<file path="config.mk">
export PLATFORM = sky130hd
export DESIGN_NAME = acq_event_sequencer
export DESIGN_NICKNAME = d
export VERILOG_FILES = /design/src/rtl/acq_event_sequencer.sv
export SDC_FILE = /design/constraint.sdc
export NUM_CORES = 1
export LEC_CHECK = 0
export CAP_MARGIN = 20
export CORE_MARGIN = 2
export CORE_UTILIZATION = 55
export DETAILED_ROUTE_END_ITERATION = 7
export DONT_BUFFER_PORTS = 1
export PLACE_DENSITY = 0.7
export REMOVE_ABC_BUFFERS = 1
export SLEW_MARGIN = 25
export SYNTH_ARGS = -nofsm -noshare
export SYNTH_HDL_FRONTEND = slang
export SYNTH_SLANG_ARGS = --single-unit
</file>
<file path="constraint.sdc">
create_clock -name CLK_MASTER -period 2.2 [get_ports CLK_MASTER]
set_input_delay 0.22 -clock CLK_MASTER [delete_from_list [all_inputs] [get_ports CLK_MASTER]]
set_output_delay 0.22 -clock CLK_MASTER [all_outputs]
set_load 0.05 [all_outputs]
</file>
<file path="src/rtl/acq_event_sequencer.sv">
// Acquisition sequencer: arm, count start events, acquire, count stop events.
// Define ACQSEQ_TIMEOUT_EN to build the TICK-based start-wait timeout.
module acq_event_sequencer #(
    parameter int NUM_EVT = 4,
    parameter int CNT_W   = 8,
    parameter int TMO_W   = 16
) (
    input  logic               CLK_MASTER,
    input  logic               RESET_N,
    input  logic               START,
    input  logic               ABORT,
    input  logic [NUM_EVT-1:0] EVT_IN,
    input  logic [NUM_EVT-1:0] START_MASK,
    input  logic [NUM_EVT-1:0] STOP_MASK,
    input  logic [CNT_W-1:0]   START_NUM,
    input  logic [CNT_W-1:0]   STOP_NUM,
    input  logic               START_ARM_REQ,
    input  logic               STOP_ARM_REQ,
    input  logic               ARM_EVT,
    input  logic               SR_R_FULL,
    input  logic               TICK,
    input  logic [TMO_W-1:0]   TIMEOUT,
    output logic               WAITING,
    output logic               ACQUIRING,
    output logic               DONE,
    output logic [1:0]         STOP_REASON
);

    typedef enum logic [2:0] {
        S_IDLE = 3'd0,
        S_ARMS = 3'd1,
        S_WAIT = 3'd2,
        S_ARME = 3'd3,
        S_ACQ  = 3'd4
    } state_e;

    state_e             state_q, state_d;
    logic [NUM_EVT-1:0] evt_dly_q, evt_dly_d;
    logic [CNT_W-1:0]   scnt_q, scnt_d;
    logic [CNT_W-1:0]   ecnt_q, ecnt_d;
    logic               waiting_q, waiting_d;
    logic               acquiring_q, acquiring_d;
    logic               done_q, done_d;
    logic [1:0]         reason_q, reason_d;

    logic [NUM_EVT-1:0] evt_edge;
    logic               smatch;
    logic               ematch;
    logic               abort_hit;
    logic               tmo_hit;

`ifdef ACQSEQ_TIMEOUT_EN
    logic [TMO_W-1:0]   tcnt_q, tcnt_d;

    assign tmo_hit = (TIMEOUT != '0) && (tcnt_q == TIMEOUT);
`else
    logic               unused_tmo;

    assign unused_tmo = TICK ^ (^TIMEOUT);
    assign tmo_hit    = 1'b0;
`endif

    // An all-zero mask means "do not wait on any channel".
    assign evt_edge  = EVT_IN & ~evt_dly_q;
    assign smatch    = (START_MASK == '0) || ((evt_edge & START_MASK) != '0);
    assign ematch    = (STOP_MASK == '0) || ((evt_edge & STOP_MASK) != '0);
    assign abort_hit = ABORT &&
                       (state_q inside {S_ARMS, S_WAIT, S_ARME, S_ACQ});

    always_comb begin
        state_d   = state_q;
        evt_dly_d = EVT_IN;
        scnt_d    = scnt_q;
        ecnt_d    = ecnt_q;
        done_d    = 1'b0;
        reason_d  = reason_q;
`ifdef ACQSEQ_TIMEOUT_EN
        tcnt_d    = tcnt_q;
`endif
        if (abort_hit) begin
            state_d  = S_IDLE;
            done_d   = 1'b1;
            reason_d = 2'd3;
        end else begin
            unique case (state_q)
                S_IDLE: begin
                    if (START && !ABORT) begin
                        scnt_d   = START_NUM;
                        ecnt_d   = STOP_NUM;
                        reason_d = 2'd0;
`ifdef ACQSEQ_TIMEOUT_EN
                        tcnt_d   = '0;
`endif
                        if (START_ARM_REQ) state_d = S_ARMS;
                        else               state_d = S_WAIT;
                    end
                end
                S_ARMS: begin
                    if (ARM_EVT) state_d = S_WAIT;
                end
                S_WAIT: begin
`ifdef ACQSEQ_TIMEOUT_EN
                    // Hold at the limit so a match-masked timeout fires next cycle.
                    if (TICK && !tmo_hit && (tcnt_q != '1))
                        tcnt_d = tcnt_q + 1'b1;
`endif
                    if (smatch) begin
                        if (scnt_q != '0)      scnt_d  = scnt_q - 1'b1;
                        else if (STOP_ARM_REQ) state_d = S_ARME;
                        else                   state_d = S_ACQ;
                    end else if (tmo_hit) begin
                        state_d  = S_IDLE;
                        done_d   = 1'b1;
                        reason_d = 2'd2;
                    end
                end
                S_ARME: begin
                    if (ARM_EVT) state_d = S_ACQ;
                end
                S_ACQ: begin
                    if (SR_R_FULL) begin
                        state_d  = S_IDLE;
                        done_d   = 1'b1;
                        reason_d = 2'd1;
                    end else if (ematch) begin
                        if (ecnt_q != '0) begin
                            ecnt_d = ecnt_q - 1'b1;
                        end else begin
                            state_d  = S_IDLE;
                            done_d   = 1'b1;
                            reason_d = 2'd0;
                        end
                    end
                end
                default: state_d = S_IDLE;
            endcase
        end
        waiting_d   = (state_d == S_ARMS) || (state_d == S_WAIT);
        acquiring_d = (state_d == S_ARME) || (state_d == S_ACQ);
    end

    always_ff @(posedge CLK_MASTER or negedge RESET_N) begin
        if (!RESET_N) begin
            state_q     <= S_IDLE;
            evt_dly_q   <= '0;
            scnt_q      <= '0;
            ecnt_q      <= '0;
            waiting_q   <= 1'b0;
            acquiring_q <= 1'b0;
            done_q      <= 1'b0;
            reason_q    <= 2'd0;
        end else begin
            state_q     <= state_d;
            evt_dly_q   <= evt_dly_d;
            scnt_q      <= scnt_d;
            ecnt_q      <= ecnt_d;
            waiting_q   <= waiting_d;
            acquiring_q <= acquiring_d;
            done_q      <= done_d;
            reason_q    <= reason_d;
        end
    end

`ifdef ACQSEQ_TIMEOUT_EN
    always_ff @(posedge CLK_MASTER or negedge RESET_N) begin
        if (!RESET_N) tcnt_q <= '0;
        else          tcnt_q <= tcnt_d;
    end
`endif

    assign WAITING     = waiting_q;
    assign ACQUIRING   = acquiring_q;
    assign DONE        = done_q;
    assign STOP_REASON = reason_q;

endmodule
</file>
==> results.py <==
metrics = {
    "finish": {
        "antenna_cells": 0,
        "layout.cells.most_common": "sky130_fd_sc_hd__dfrtp_1",
        "final_nets": 264,
        "area_growth_pct": 8.33,
        "share_of_cells_above_drive_strength_1_pct": 8.29,
        "final_cell_mix": "28 x sky130_fd_sc_hd__dfrtp_1, 25 x sky130_fd_sc_hd__nor2_1, 18 x sky130_fd_sc_hd__a21oi_1, 10 x sky130_fd_sc_hd__a31oi_1",
    },
    "setup_path": {
        "cp_top_family": "compound AO/OA/AOI/OAI gates",
        "worst-path-max-fanout": 4,
        "critical_path_arrival_ps": 2280,
        "worst_path_largest_cell_delay_ps": 580,
        "reg2regPathDepth": 5,
        "crit_path_cell_trace": "or4_4 -> o311a_4 -> a41o_1 -> a31oi_2 -> o221ai_1",
        "cpMaxStageDelayCell": "sky130_fd_sc_hd__or4_4",
        "critical_path.reg2reg.startpoint": "ecnt_q[4]",
        "setup.worst_path.start_class": "flop",
        "reg2reg_to": "ACQUIRING",
        "worst-setup-path-type": "reg2reg",
        "reg2reg_slack_ps": 120,
        "worst_ep_required_time_ps": 2400,
        "crit_buf_inv": 0,
        "setup.worst_path.end_class": "flop",
    },
    "drt": {
        "drt-pass1-iter-count": 4,
        "via_count": 1637,
        "finalWirelength_um": 4130,
        "detail_route.drc_violations": 0,
        "route.antenna.remaining_nets": 0,
        "routedWlPerCell_um": 16.6,
        "detailedRoute.firstIterationViolations": 184,
        "viasPerCell": 6.57,
    },
    "cts": {
        "cts_htree_levels": 1,
        "cts-root-buf": "sky130_fd_sc_hd__clkbuf_4",
        "clock_insertion_delay_worst_skew_ps": 330,
        "cts_sinks": 28,
        "numCtsBuffers": 3,
        "clockBufferDepth": 2,
        "tritoncts": "built",
        "worst_setup_hold_path_clk_slew_ps": 150,
    },
    "power": {
        "power.density_cell_area_mw_per_mm2": 1050,
        "leakagePower_nw": 0.766,
        "post-layout-total-power_mw": 2.03,
        "worst_vdd_drop_v": 0.000507,
    },
    "floorplanning": {
        "chipHeight_um": 61.0,
        "top_level_ports": 58,
        "effective_utilization_at_floorplan_pct": 58.0,
        "rows": 20,
        "die_w_um": 61.0,
        "fp.coreArea_sq_mm": 0.00308,
        "dieArea_sq_mm": 0.00372,
    },
    "sta": {
        "final-hold-violation-count": 0,
        "finalCritPeriodShare_pct": 94.8,
        "tightestPinTransition_ps": 549,
        "maxSlewHeadroom_pct": 63.4,
        "finalSetupViolations": 0,
        "timing.setup.tns_ps": 0,
        "max_freq_ghz": 0.480,
        "unrepaired_setup_endpoints_after_global_routing": "false",
        "final_critical_path_setup_slack_ps": 115,
        "period_needed_ps": 2080,
        "finalClockSkew_ps": 11.9,
        "slew_viol_final": 0,
    },
    "min_path": {
        "min_to": "DONE",
        "kind_of_path_behind_the_tightest_hold_check": "in2reg",
        "min_path_cells": 2,
        "hp-start": "SR_R_FULL",
    },
    "global_route": {
        "via_count_of_the_first_global_routing_pass": 1655,
        "antenna_violations_before_repair": 0,
        "maximum_number_of_pins_on_one_net_before_global_route_repair": 29,
        "globalRoute.totalOverflow": 0,
        "grt_util_all_layers_pct": 25.0,
        "grt_pass1_wl_um": 7020,
    },
    "job": {
        "max-cap-violations": 0,
    },
    "placement": {
        "routabilityCongestion": 0.835,
        "port_buffers": 0,
        "place_worst_setup_slack_ps": 85.6,
        "place_hpwl_um": 3000,
    },
    "logic_synthesis": {
        "synth_area_leader_cell": "sky130_fd_sc_hd__dfrtp_1",
        "synthesis.yosys.warnings": 0,
        "synth-async-reset-ratio_pct": 100,
        "netlist_instances": 201,
        "synthTopCellsByArea": "sky130_fd_sc_hd__dfrtp_1 39%, sky130_fd_sc_hd__nor2_1 5.3%, sky130_fd_sc_hd__a21oi_1 5.0%",
        "dominant_synthesized_flop_cell": "sky130_fd_sc_hd__dfrtp_1",
        "syn_area_sq_mm": 0.00179,
        "mean_post_synth_cell_area_sq_um": 8.89,
        "yosys_register_bits": 28,
        "synth-seq-area-share_pct": 39.2,
        "count_of_flip_flops_with_a_built_in_enable_after_synthesis": 0,
        "yosysTopAreaCellShare_pct": 39.2,
        "yosys.cell_types.count": 46,
    },
    "run_status": {
        "outcome": "complete, no violations",
    },
}
## sequential cells by signal, summed over array words and instances (netlist names)
| signal | flops |
|---|---|
| ACQUIRING | 1 |
| DONE | 1 |
| STOP_REASON | 2 |
| WAITING | 1 |
| ecnt_q | 8 |
| evt_dly_q | 4 |
| scnt_q | 8 |
| state_q | 3 |
## per-layer routing
layer	up-vias	global-route usage, %	part of all wire, %
li1	779	-	-
met1	779	31.5	40
met2	75	43.2	51
met3	4	3.62	7.7
met4	0	9.94	0.75
met5	-	0	0
## logic make-up after synthesis
| family | share of synthesized area [%] |
|---|---|
| DFF | 39.2 |
| and+or+nand+nor | 24.4 |
| adders and majority gates | 2.80 |
| AOI/OAI and AO/OA | 28.8 |
| xor gates and xnor gates | 0.490 |
| buffers and inverters | 4.27 |
## metrics by stage
stage	cell area [sq um]	util [%]	cells	hold slack [ps]
3_3_place_gp	1830	59.3	239	-74.9
6_report	1940	62.9	249	60.4
5_1_grt	1940	62.9	249	49.5
2_1_floorplan	1730	-	190	-75.6
4_1_cts	1930	62.6	249	51.5
3_5_place_dp	1830	59.3	239	-74.7
## worst max path at each step
stage,startpoint,end,slack [ps],cells after the start
floorplan,state_q[2],ecnt_q[2],250,5
global placement,ecnt_q[4],ecnt_q[2],130,5
detailed placement,ecnt_q[4],ecnt_q[3],90,5
CTS,ecnt_q[4],ecnt_q[7],60,5
global route,ecnt_q[4],ACQUIRING,0.3,5
finish,ecnt_q[4],ACQUIRING,120,5
## layout make-up
class	instances	area [sq um]
Inverter	6	22.5
Multi-Input combinational cell	156	1020
Fill cell	279	1140
Sequential cell	28	701
Clock buffer	3	22.5
Timing Repair Buffer	12	118
Tap cell	44	55.1
## Yosys cell counts (all sizes together), types with 2 or more instances
| cell | number |
|---|---|
| dfrtp | 28 |
| nor2 | 25 |
| a21oi | 18 |
| a31oi | 11 |
| o21ai | 10 |
| nand3b | 9 |
| o22a | 9 |
| nor4 | 8 |
| nand2 | 7 |
| clkbuf | 6 |
| inv | 6 |
| buf | 5 |
| nor3b | 5 |
| and2 | 4 |
| ha | 4 |
| nand2b | 4 |
| nand3 | 4 |
| nor3 | 4 |
| o22ai | 4 |
| a211o | 2 |
| a221oi | 2 |
| a22oi | 2 |
| a41oi | 2 |
| and3 | 2 |
| o211ai | 2 |
| o311a | 2 |
| or3 | 2 |
## power breakdown
part           switching, mW  total, mW  internal [mW]
registers              0.364       1.07          0.709
logic                  0.410      0.750          0.340
clock network          0.146      0.211         0.0643
total                  0.920       2.03           1.11
## timing repair
action	in CTS	in global routing
hold buffers	7	0
endpoints found under the setup margin	0	6
gates resized for setup	0	2
buffers inserted	0	0
hold endpoints to repair	33	0
Note: power is estimated with default switching activity, not from simulation.
